--- config.mk ---
export PLATFORM = sky130hd
export DESIGN_NAME = handshake_reg_slice
export DESIGN_NICKNAME = d
export VERILOG_FILES = /design/src/rtl/handshake_reg_slice.sv
export SDC_FILE = /design/constraint.sdc
export NUM_CORES = 1
export LEC_CHECK = 0
export ABC_AREA = 1
export BUFFER_PORTS_ARGS = -buffer_cell sky130_fd_sc_hd__buf_2
export CORE_MARGIN = 2
export CORE_UTILIZATION = 45
export DETAILED_ROUTE_END_ITERATION = 10
export HOLD_SLACK_MARGIN = 0.15
export PLACE_DENSITY = 0.73
export REMOVE_ABC_BUFFERS = 1
export SKIP_LAST_GASP = 1
export SLEW_MARGIN = 20
export SYNTH_ARGS = -nofsm -noshare
export SYNTH_HDL_FRONTEND = slang
export SYNTH_SLANG_ARGS = --single-unit
--- constraint.sdc ---
create_clock -name clk -period 1.48 [get_ports clk]
set_input_delay 0.074 -clock clk [delete_from_list [all_inputs] [get_ports clk]]
set_output_delay 0.074 -clock clk [all_outputs]
set_load 0.01 [all_outputs]
--- src/rtl/handshake_reg_slice.sv ---
// Chained valid/ready register slice: forward-registered (MODE 0), backward/skid (MODE 1)
// or fully registered main+skid (MODE 2), with synchronous flush and registered occupancy.
module handshake_reg_slice #(
    parameter int WIDTH  = 8,
    parameter int MODE   = 2,
    parameter int STAGES = 1
) (
    input  logic                          clk,
    input  logic                          rst_n,
    input  logic                          flush,
    input  logic                          src_vaild,
    input  logic [WIDTH-1:0]              src_data_in,
    output logic                          src_ready,
    output logic                          dst_vaild,
    output logic [WIDTH-1:0]              dst_data_out,
    input  logic                          dst_ready,
    output logic [$clog2(2*STAGES+1)-1:0] occupancy
);
    localparam int OW = $clog2(2*STAGES+1);

    // Handshake: a beat crosses a boundary at a rising clk edge where valid and ready are
    // both high; a presented beat keeps its valid and data until that edge.
    logic             vld_c [STAGES+1];
    logic             rdy_c [STAGES+1];
    logic [WIDTH-1:0] dat_c [STAGES+1];
    logic [1:0]       cnt_n [STAGES];
    logic [OW-1:0]    occ_n;
    logic [OW-1:0]    occ_q;

    generate
        if (STAGES < 1 || STAGES > 8) begin : g_bad_stages
            $error("handshake_reg_slice: STAGES must be within 1..8");
        end
        if (MODE < 0 || MODE > 2) begin : g_bad_mode
            $error("handshake_reg_slice: MODE must be 0, 1 or 2");
        end
    endgenerate

    // Flush blocks both outer handshakes for its cycle; stages clear their flags internally.
    assign vld_c[0]      = src_vaild;
    assign dat_c[0]      = src_data_in;
    assign rdy_c[STAGES] = dst_ready & ~flush;
    assign src_ready     = rdy_c[0] & ~flush;
    assign dst_vaild     = vld_c[STAGES] & ~flush;
    assign dst_data_out  = dat_c[STAGES];

    for (genvar g = 0; g < STAGES; g++) begin : g_stage
        if (MODE == 0) begin : g_fwd
            logic             vld_q;
            logic [WIDTH-1:0] dat_q;
            logic             rdy;

            assign rdy        = rdy_c[g+1] | ~vld_q;
            assign rdy_c[g]   = rdy;
            assign vld_c[g+1] = vld_q;
            assign dat_c[g+1] = dat_q;
            assign cnt_n[g]   = flush ? 2'd0 : {1'b0, (rdy ? vld_c[g] : vld_q)};

            always_ff @(posedge clk or negedge rst_n) begin
                if (!rst_n) begin
                    vld_q <= 1'b0;
                    dat_q <= '0;
                end else if (flush) begin
                    vld_q <= 1'b0;
                end else if (rdy) begin
                    vld_q <= vld_c[g];
                    dat_q <= dat_c[g];
                end
            end
        end else if (MODE == 1) begin : g_bwd
            logic             skid_vld;
            logic [WIDTH-1:0] skid_dat;
            logic             skid_vld_n;

            assign rdy_c[g]   = ~skid_vld;
            assign vld_c[g+1] = vld_c[g] | skid_vld;
            assign dat_c[g+1] = skid_vld ? skid_dat : dat_c[g];
            assign skid_vld_n = rdy_c[g+1] ? 1'b0 : (skid_vld | vld_c[g]);
            assign cnt_n[g]   = flush ? 2'd0 : {1'b0, skid_vld_n};

            // The skid only captures a beat that was accepted but could not pass downstream.
            always_ff @(posedge clk or negedge rst_n) begin
                if (!rst_n) begin
                    skid_vld <= 1'b0;
                    skid_dat <= '0;
                end else if (flush) begin
                    skid_vld <= 1'b0;
                end else begin
                    skid_vld <= skid_vld_n;
                    if (vld_c[g] && !skid_vld && !rdy_c[g+1]) begin
                        skid_dat <= dat_c[g];
                    end
                end
            end
        end else begin : g_full
            logic             main_vld;
            logic             skid_vld;
            logic [WIDTH-1:0] main_dat;
            logic [WIDTH-1:0] skid_dat;
            logic             drain;
            logic             accept;
            logic             main_vld_n;
            logic             skid_vld_n;

            assign drain      = ~main_vld | rdy_c[g+1];
            assign accept     = vld_c[g] & ~skid_vld;
            assign main_vld_n = drain ? (skid_vld | accept) : 1'b1;
            assign skid_vld_n = drain ? 1'b0 : (skid_vld | accept);
            assign rdy_c[g]   = ~skid_vld;
            assign vld_c[g+1] = main_vld;
            assign dat_c[g+1] = main_dat;
            assign cnt_n[g]   = flush ? 2'd0 : ({1'b0, main_vld_n} + {1'b0, skid_vld_n});

            // Skid has priority into main so the older beat always leaves first.
            always_ff @(posedge clk or negedge rst_n) begin
                if (!rst_n) begin
                    main_vld <= 1'b0;
                    skid_vld <= 1'b0;
                    main_dat <= '0;
                    skid_dat <= '0;
                end else if (flush) begin
                    main_vld <= 1'b0;
                    skid_vld <= 1'b0;
                end else begin
                    main_vld <= main_vld_n;
                    skid_vld <= skid_vld_n;
                    if (drain) begin
                        if (skid_vld) begin
                            main_dat <= skid_dat;
                        end else if (accept) begin
                            main_dat <= dat_c[g];
                        end
                    end else if (accept) begin
                        skid_dat <= dat_c[g];
                    end
                end
            end
        end
    end

    always_comb begin
        occ_n = '0;
        for (int k = 0; k < STAGES; k++) begin
            occ_n = occ_n + OW'(cnt_n[k]);
        end
    end

    always_ff @(posedge clk or negedge rst_n) begin
        if (!rst_n) begin
            occ_q <= '0;
        end else begin
            occ_q <= occ_n;
        end
    end

    assign occupancy = occ_q;

endmodule

# Word level (Yosys, flattened, before mapping)
# Cells that the tools add are included.
[word_totals] ff_bits=20
[op_classes] reduce_logical=3 bitwise=10 add_sub_neg=1 n_mux=7
[ops] cell="$mux 8" count=2
[ops] cell="$reduce_and 3->1" count=2
[ops] cell="$and 1x1->1" count=4
[ops] cell="$mux 1" count=4
[ops] cell="$not 1->1" count=4
[ops] cell="$add 1x1->2" count=1
[ops] cell="$mux 2" count=1
[ops] cell="$or 1x1->1" count=2
[ops] cell="$reduce_bool 2->1" count=1

# Depth between registers and ports, before layout
# Gate-level depths: netlist of run 1.
[depth] ltp_word=6 ltp_mapped=9

# Least setup slack after synthesis of run 1
# Ideal clock, no wire load.
[synth_path] kind="reg-to-reg" from="reg g_stage[0].g_full.main_vld" to="reg g_stage[0].g_full.main_dat[0] (netlist: dst_data_out[0])" required_time_ps=1397 synth_period_minus_slack_ps=1442 arrival_time_ps=1359 path_slack_ps=38 path_stages_with_launch=10 path_cell_list="dfrtp_1 > inv_1 > a21oi_4 > buf_6 > inv_1 > ha_1 > inv_1 > nor2_1 > o21ai_0 > o21ai_0"
[synth_via] elab_chain_cells=3
[synth_lines] item="start: declaration" line_no="96" source="logic main_vld;"
[synth_lines] item="start signal: assignment" line_no="125" source="main_vld <= main_vld_n;"
[synth_lines] item="$not 1->1" line_no="105" source="assign drain = ~main_vld | rdy_c[g+1];"
[synth_lines] item="$or 1x1->1" line_no="105"
[synth_lines] item="$reduce_and 3->1 (no source line)"
[synth_lines] item="end signal: assignment" line_no="129" source="main_dat <= skid_dat;"
[synth_lines] item="end signal: assignment" line_no="131" source="main_dat <= dat_c[g];"
[synth_lines] item="end: declaration" line_no="98" source="logic [WIDTH-1:0] main_dat;"
# Every way passes these cells.
# A chain may end at the register's enable or synchronous reset.

# Worst setup path after layout of run 1
[layout_path] from="in flush" to="reg g_stage[0].g_full.main_dat[0] (netlist: dst_data_out[0])"
[layout_via] elab_chain_cells=4
[layout_lines] item="start: declaration" line_no="10" source="input logic flush,"
[layout_lines] item="$not 1->1 (no source line) *"
[layout_lines] item="$and 1x1->1" line_no="42" source="assign rdy_c[STAGES] = dst_ready & ~flush;"
[layout_lines] item="$or 1x1->1" line_no="105"
[layout_lines] item="$reduce_and 3->1 (no source line) *"
# Every way passes the cells marked *; elsewhere a longest branch is shown, timed or not.

==> results of run 1 <==
[worst max-delay path, cell delays in order]
cell           delay (ns)
dlygate4sd3_1        0.51
buf_2                0.11
inv_2                0.06
a21oi_4              0.12
inv_1                0.08
ha_1                 0.19
inv_1                0.06
nor2_1               0.04
buf_4                0.15
o21ai_0              0.08
o21ai_1              0.07
[synth_stat cells]
cell,count,area share (%)
a21oi_4,1,1.8
buf_6,1,1.2
nand2_4,2,2.5
nor2_8,1,2.2
inv_1,8,3.3
o21ai_0,24,13
inv_6,1,0.96
ha_1,3,4.1
dfrtp_1,19,52
clkbuf_1,1,0.41
nor2_1,14,5.7
nand2_1,16,6.5
nand3_1,8,4.4
inv_2,1,0.41
buf_4,2,1.6
[final timing paths]
kind	end	slack (ns)
max in group asynchronous	g_stage[0].g_full.skid_dat[4]	0.94
min reg2reg	g_stage[0].g_full.skid_dat[6]	0.49
max	dst_data_out[0]	0.11
min in group asynchronous	occupancy[0]	0.24
min	g_stage[0].g_full.main_vld	0.21
max reg2reg	dst_data_out[0]	0.16
[cell usage in the layout, fill, tap and decap left out, drive strengths merged]
master       instances
nand3                8
buf                 29
dlygate4sd3         10
clkinv               1
nand2               18
a21oi                1
o21ai               24
inv                 10
ha                   3
nor2                15
clkbuf               3
dfrtp               19
[state kept, by name, summed over array words and instances, names as in the netlist]
name / cells
g_stage.g_full.main_vld: 1
occupancy: 1
dst_data_out: 8
g_stage.g_full.skid_vld: 1
g_stage.g_full.skid_dat: 8
[stage by stage]
stage / power (mW) / setup WS, ns / std cells
after floorplan: 0.817 / -0.00867 / 98
after global placement: 0.938 / 0.198 / 154
after detailed placement: 0.951 / 0.137 / 154
after CTS: 1.23 / 0.0861 / 168
after global routing: 1.30 / -0.0121 / 168
final: 1.22 / 0.109 / 168
[power by group]
| part | switching [mW] | internal, mW |
|---|---|---|
| logic | 0.167 | 0.130 |
| clock network | 0.162 | 0.100 |
| registers | 0.0463 | 0.618 |
[cells by family (layout without fill, tap and decap cells)]
group	after synthesis	count (layout)
AO/OA/AOI/OAI	25	25
AND/OR/NAND/NOR	41	41
buffers and inverters	14	53
adder cells (fa/ha/maj)	3	3
flip-flops	19	19
[routing by layer]
metal | share of wire [%] | up-vias | routed length [um] | track usage [%]
li1 | - | 407 | - | -
met1 | 44 | 392 | 888 | 25.0
met2 | 55 | 11 | 1110 | 32.9
met3 | 1.4 | 0 | 28 | 2.15
met4 | 0 | 0 | 0 | 3.81
met5 | 0 | - | 0 | 0
[timing repair]
item                                    in CTS  in global routing
resized for setup                            0                  8
hold buffers                                10                  0
endpoints found under the setup margin       0                  7
hold endpoints to repair                    38                  0
[area by class of cell]
cell class	instances	area share [%]
timing repair buffer	39	21.3
sequential	19	39.3
clock inverter	1	0.414
tap	27	2.80
inverter	10	3.52
clock buffer	3	1.86
multi-input combinational	69	30.7
==> flow_summary_export.csv, run 1 <==
group,metric,value,unit
sta,tns,0,ns
min_path,holdCritStartpoint,"src_vaild",
worst_setup_path,crit_path_end_kind,"register",
place,dp_hpwl,1.36,mm
worst_setup_path,setup.worst_path.start,"flush",
global_route,antenna_found_initial,0,
sta,rsz0062_at_grt,"true",
clocking,cts_inserted_buffers,3,
sta,tightest_slew,0.428,ns
min_path,hold_path.class,"in -> reg",
worst_setup_path,arrival,1.56,ns
yosys,yosysSeqAreaShare,51.8,%
route,first_pass_iters,4,
yosys,syn_inst,102,
status,status,"completed",
final_layout,fin_util,62.2,%
power,power.leakage,0.648,nW
place,portBuffers,24,
final_layout,seqCellArea,475,um^2
worst_setup_path,r2r.worst_path.cells,8,
clocking,cts_htree_levels,1,
global_route,grt_max_degree,20,
sta,drv_slew,0,
sta,clock_skew,0.00182,ns
worst_setup_path,cp-start-kind,"input port",
route,drcViolationCount,0,
worst_setup_path,critPathMaxFanout,8,
yosys,synth-seq-cells,19,
final_layout,nets,158,
sta,finalCritPeriodShare,92.6,%
clocking,cts_sinks,19,
yosys,synth_xor_area_share,0,%
clocking,max-clock-path-buffers,2,
sta,whs,0.207,ns
yosys,synth.avg_cell_area,8.99,um^2
worst_setup_path,worstSetupPathType,"in -> reg",
sta,hold_viol,0,
route,ant_nets,0,
route,dr_total_vias,810,
yosys,synthMuxAreaShare,0,%
sta,slew_headroom,71.5,%
route,drt_iter0_drc,20,
floorplan,die-height,49.1,um
power,ir_drop,654,uV
min_path,hold_depth,4,
clocking,clk_latency,0.29,ns
clocking,post_cts_buffers,0,
floorplan,dieArea,2420,um^2
final_layout,syn_to_final_growth,31.8,%
sta,finalSetupViolations,0,
yosys,synthAdderAreaFrac,4.09,%
final_layout,drive_above_1_share,28.4,%
sta,final.min_clock_period,1.37,ns
clocking,clk_pin_slew,0.11,ns
global_route,overflow,0,
route,wire_per_inst,12.1,um
floorplan,core_area,1940,um^2
place,place_congestion,0.786,
place,dpl_cell_area,1080,um^2
clocking,cts_tree,"built",
yosys,synth_top_family_by_area,"simple AND/OR/NAND/NOR gates",
worst_setup_path,reg2reg_from,"g_stage[0].g_full.skid_vld",
floorplan,io_pins,25,
global_route,grt_pass1_wl,3.57,mm
final_layout,fin_area,1210,um^2
floorplan,initial_core_util,47.2,%
worst_setup_path,worstPathRequired,1.67,ns
clocking,cts_root_buf,"clkbuf_4",
run,drv_cap,0,
yosys,synth-simple-area-share,21.3,%
power,powerDensity,1010,nW/um^2
route,wl,2.03,mm
global_route,grt_usage,18.8,%
floorplan,dieWidth,49.1,um
floorplan,rows,16,
yosys,synth-compound-area-share,14.9,%
final_layout,fillCellCount,173,
route,via_per_inst,4.82,
yosys,ys_types,15,
yosys,synth_area,917,um^2
final_layout,diodes,0,
sta,fmax,0.729,GHz
global_route,grt_pass1_vias,762,
final_layout,multi_input_area,372,um^2
yosys,yosysWarnings,0,
No activity file was read; power rests on OpenSTA's default activity.
==> run 2: changes to the inputs <==
--- a/config.mk
+++ b/config.mk
@@ -11,7 +11,7 @@
 export CORE_UTILIZATION = 45
 export DETAILED_ROUTE_END_ITERATION = 10
 export HOLD_SLACK_MARGIN = 0.15
-export PLACE_DENSITY = 0.73
+export PLACE_DENSITY = 0.83
 export REMOVE_ABC_BUFFERS = 1
 export SKIP_LAST_GASP = 1
 export SLEW_MARGIN = 20
==> flow_summary_export.csv, run 2 (synthesized netlist as in run 1, its figures left out) <==
group,metric,value,unit
sta,hold_viol,0,
route,wl,2.00,mm
place,place_congestion,0.762,
route,met2WireLength,971,um
power,p_clk_share,20.9,%
route,dr_total_vias,823,
global_route,antenna_found_initial,0,
worst_setup_path,cp-start-kind,"register",
power,ir_drop,726,uV
power,comb_power_share,24.0,%
sta,tightest_slew,0.409,ns
sta,clock_skew,0.00214,ns
route,via_per_inst,4.96,
route,ant_nets,0,
place,dp_hpwl,1.37,mm
final_layout,syn_to_final_growth,30.3,%
route,wirelength_met1,863,um
status,status,"completed",
clocking,clk_pin_slew,0.10,ns
route,drt_iter0_drc,10,
clocking,cts_root_buf,"clkbuf_4",
min_path,hold_depth,3,
sta,fmax,0.739,GHz
worst_setup_path,crit_chain,"nor2_1, inv_1, ha_1, inv_1, buf_4, o21ai_0, o21ai_0",
place,pre_cts_ws,-0.0202,ns
floorplan,die-height,49.1,um
min_path,hold_path.class,"in -> reg",
floorplan,core_area,1940,um^2
worst_setup_path,r2r.worst_path.cells,7,
min_path,holdCritStartpoint,"flush",
sta,final.min_clock_period,1.35,ns
sta,drv_slew,0,
global_route,grt_pass1_wl,3.39,mm
floorplan,rows,16,
sta,finalCritPeriodShare,91.4,%
power,power_switching_share,29.9,%
final_layout,fin_area,1190,um^2
clocking,max-clock-path-buffers,2,
clocking,cts_tree,"built",
global_route,grt_max_degree,20,
floorplan,dieWidth,49.1,um
worst_setup_path,worstPathRequired,1.69,ns
floorplan,initial_core_util,47.2,%
sta,slew_headroom,72.7,%
sta,tns,0,ns
clocking,cts_htree_levels,1,
worst_setup_path,worst-r2r-setup-slack,0.13,ns
worst_setup_path,worstSetupPathType,"reg -> reg",
sta,whs,0.166,ns
route,dr.max_layer_used,"met4",
worst_setup_path,crit_path_end_kind,"register",
power,p_int,0.846,mW
power,power_frac_seq,55.1,%
clocking,clk_latency,0.28,ns
sta,finalSetupViolations,0,
final_layout,fillCellCount,174,
run,drv_cap,0,
floorplan,io_pins,25,
clocking,cts_inserted_buffers,3,
worst_setup_path,cpPeakStageDelay,0.40,ns
worst_setup_path,arrival,1.56,ns
global_route,grt_usage,18.3,%
global_route,overflow,0,
final_layout,nets,156,
place,portBuffers,24,
clocking,cts_sinks,19,
sta,setup_slack,0.127,ns
route,routed-wl-met3,120,um
route,drcViolationCount,0,
route,wire_per_inst,12.0,um
power,power.net_switching,0.361,mW
final_layout,layout_common_cells,"o21ai_0, buf_2, dfrtp_1, nand2_1, nor2_1",
global_route,grt_pass1_vias,791,
worst_setup_path,critPathMaxFanout,8,
power,powerDensity,1010,nW/um^2
worst_setup_path,r2r_end,"dst_data_out[3]",
sta,rsz0062_at_grt,"false",
min_path,holdPathEnd,"occupancy[0]",
final_layout,diodes,0,
route,first_pass_iters,4,
final_layout,drive_above_1_share,27.3,%
worst_setup_path,cp_slowest_cell,"dfrtp_1",
power,power.leakage,0.635,nW
floorplan,dieArea,2420,um^2
place,dpl_cell_area,1070,um^2
worst_setup_path,reg2reg_from,"g_stage[0].g_full.skid_vld",
[run 2: cell count changes in the layout (fill, tap and decap cells not counted)]
| cell | delta |
|---|---|
| o21ai_1 | -7 |
| buf_4 | -1 |
| nor2_2 | -1 |
| dlygate4sd3_1 | -1 |
| clkinv_2 | -1 |
| o21ai_0 | +7 |
| clkbuf_1 | +1 |
| nor2_4 | +1 |
[run 2: stage by stage]
step,power [mW],instances,util [%]
2_1_floorplan,0.817,98,-
3_3_place_gp,0.935,153,55.2
3_5_place_dp,0.947,153,55.2
4_1_cts,1.21,166,61.3
5_1_grt,1.29,166,61.5
6_report,1.21,166,61.5
[run 2: power groups by stage]
stage | sequential, mW | clock [mW] | combinational [mW]
6_report | 0.666 | 0.252 | 0.290
3_3_place_gp | 0.674 | 0 | 0.261
4_1_cts | 0.667 | 0.257 | 0.289
2_1_floorplan | 0.694 | 0 | 0.122
3_5_place_dp | 0.677 | 0 | 0.270
5_1_grt | 0.679 | 0.282 | 0.327
[run 2: final cells by class]
type	instances	area, um^2	area share [%]
Multi-Input combinational cell	69	377	31.5
Tap cell	27	33.8	2.83
Sequential cell	19	475	39.8
Timing Repair Buffer	37	240	20.1
Inverter	10	42.5	3.56
Clock buffer	4	26.3	2.20
[run 2: worst max path at each step]
stage                      end  slack, ns                  startpoint
3_5_place_dp   dst_data_out[0]      -0.02  g_stage[0].g_full.main_vld
4_1_cts        dst_data_out[0]       0.06  g_stage[0].g_full.main_vld
5_1_grt        dst_data_out[3]      0.008  g_stage[0].g_full.skid_vld
3_3_place_gp   dst_data_out[3]       0.05  g_stage[0].g_full.main_vld
2_1_floorplan  dst_data_out[0]     -0.009  g_stage[0].g_full.skid_vld
6_report       dst_data_out[3]       0.13  g_stage[0].g_full.skid_vld
[run 2: per-layer routing]
layer  track usage, %  up-vias
met4             7.62        0
met5                0        -
li1                 -      404
met1             24.7      379
met3             4.29        6
met2             28.2       34
[run 2: worst max-delay path, delay by kind of cell (launching register included)]
family,cells,cell delay (ns)
fa+ha+maj,1,0.18
compound gates,2,0.16
flops,1,0.40
buf+inv,3,0.37
simple gates,1,0.16
[run 2: what timing repair did]
action / CTS / global route
hold endpoints to repair: 35 / 0
setup endpoints to repair: 8 / 8
setup buffers: 0 / 0
gates resized for setup: 1 / 1
hold buffers: 9 / 0
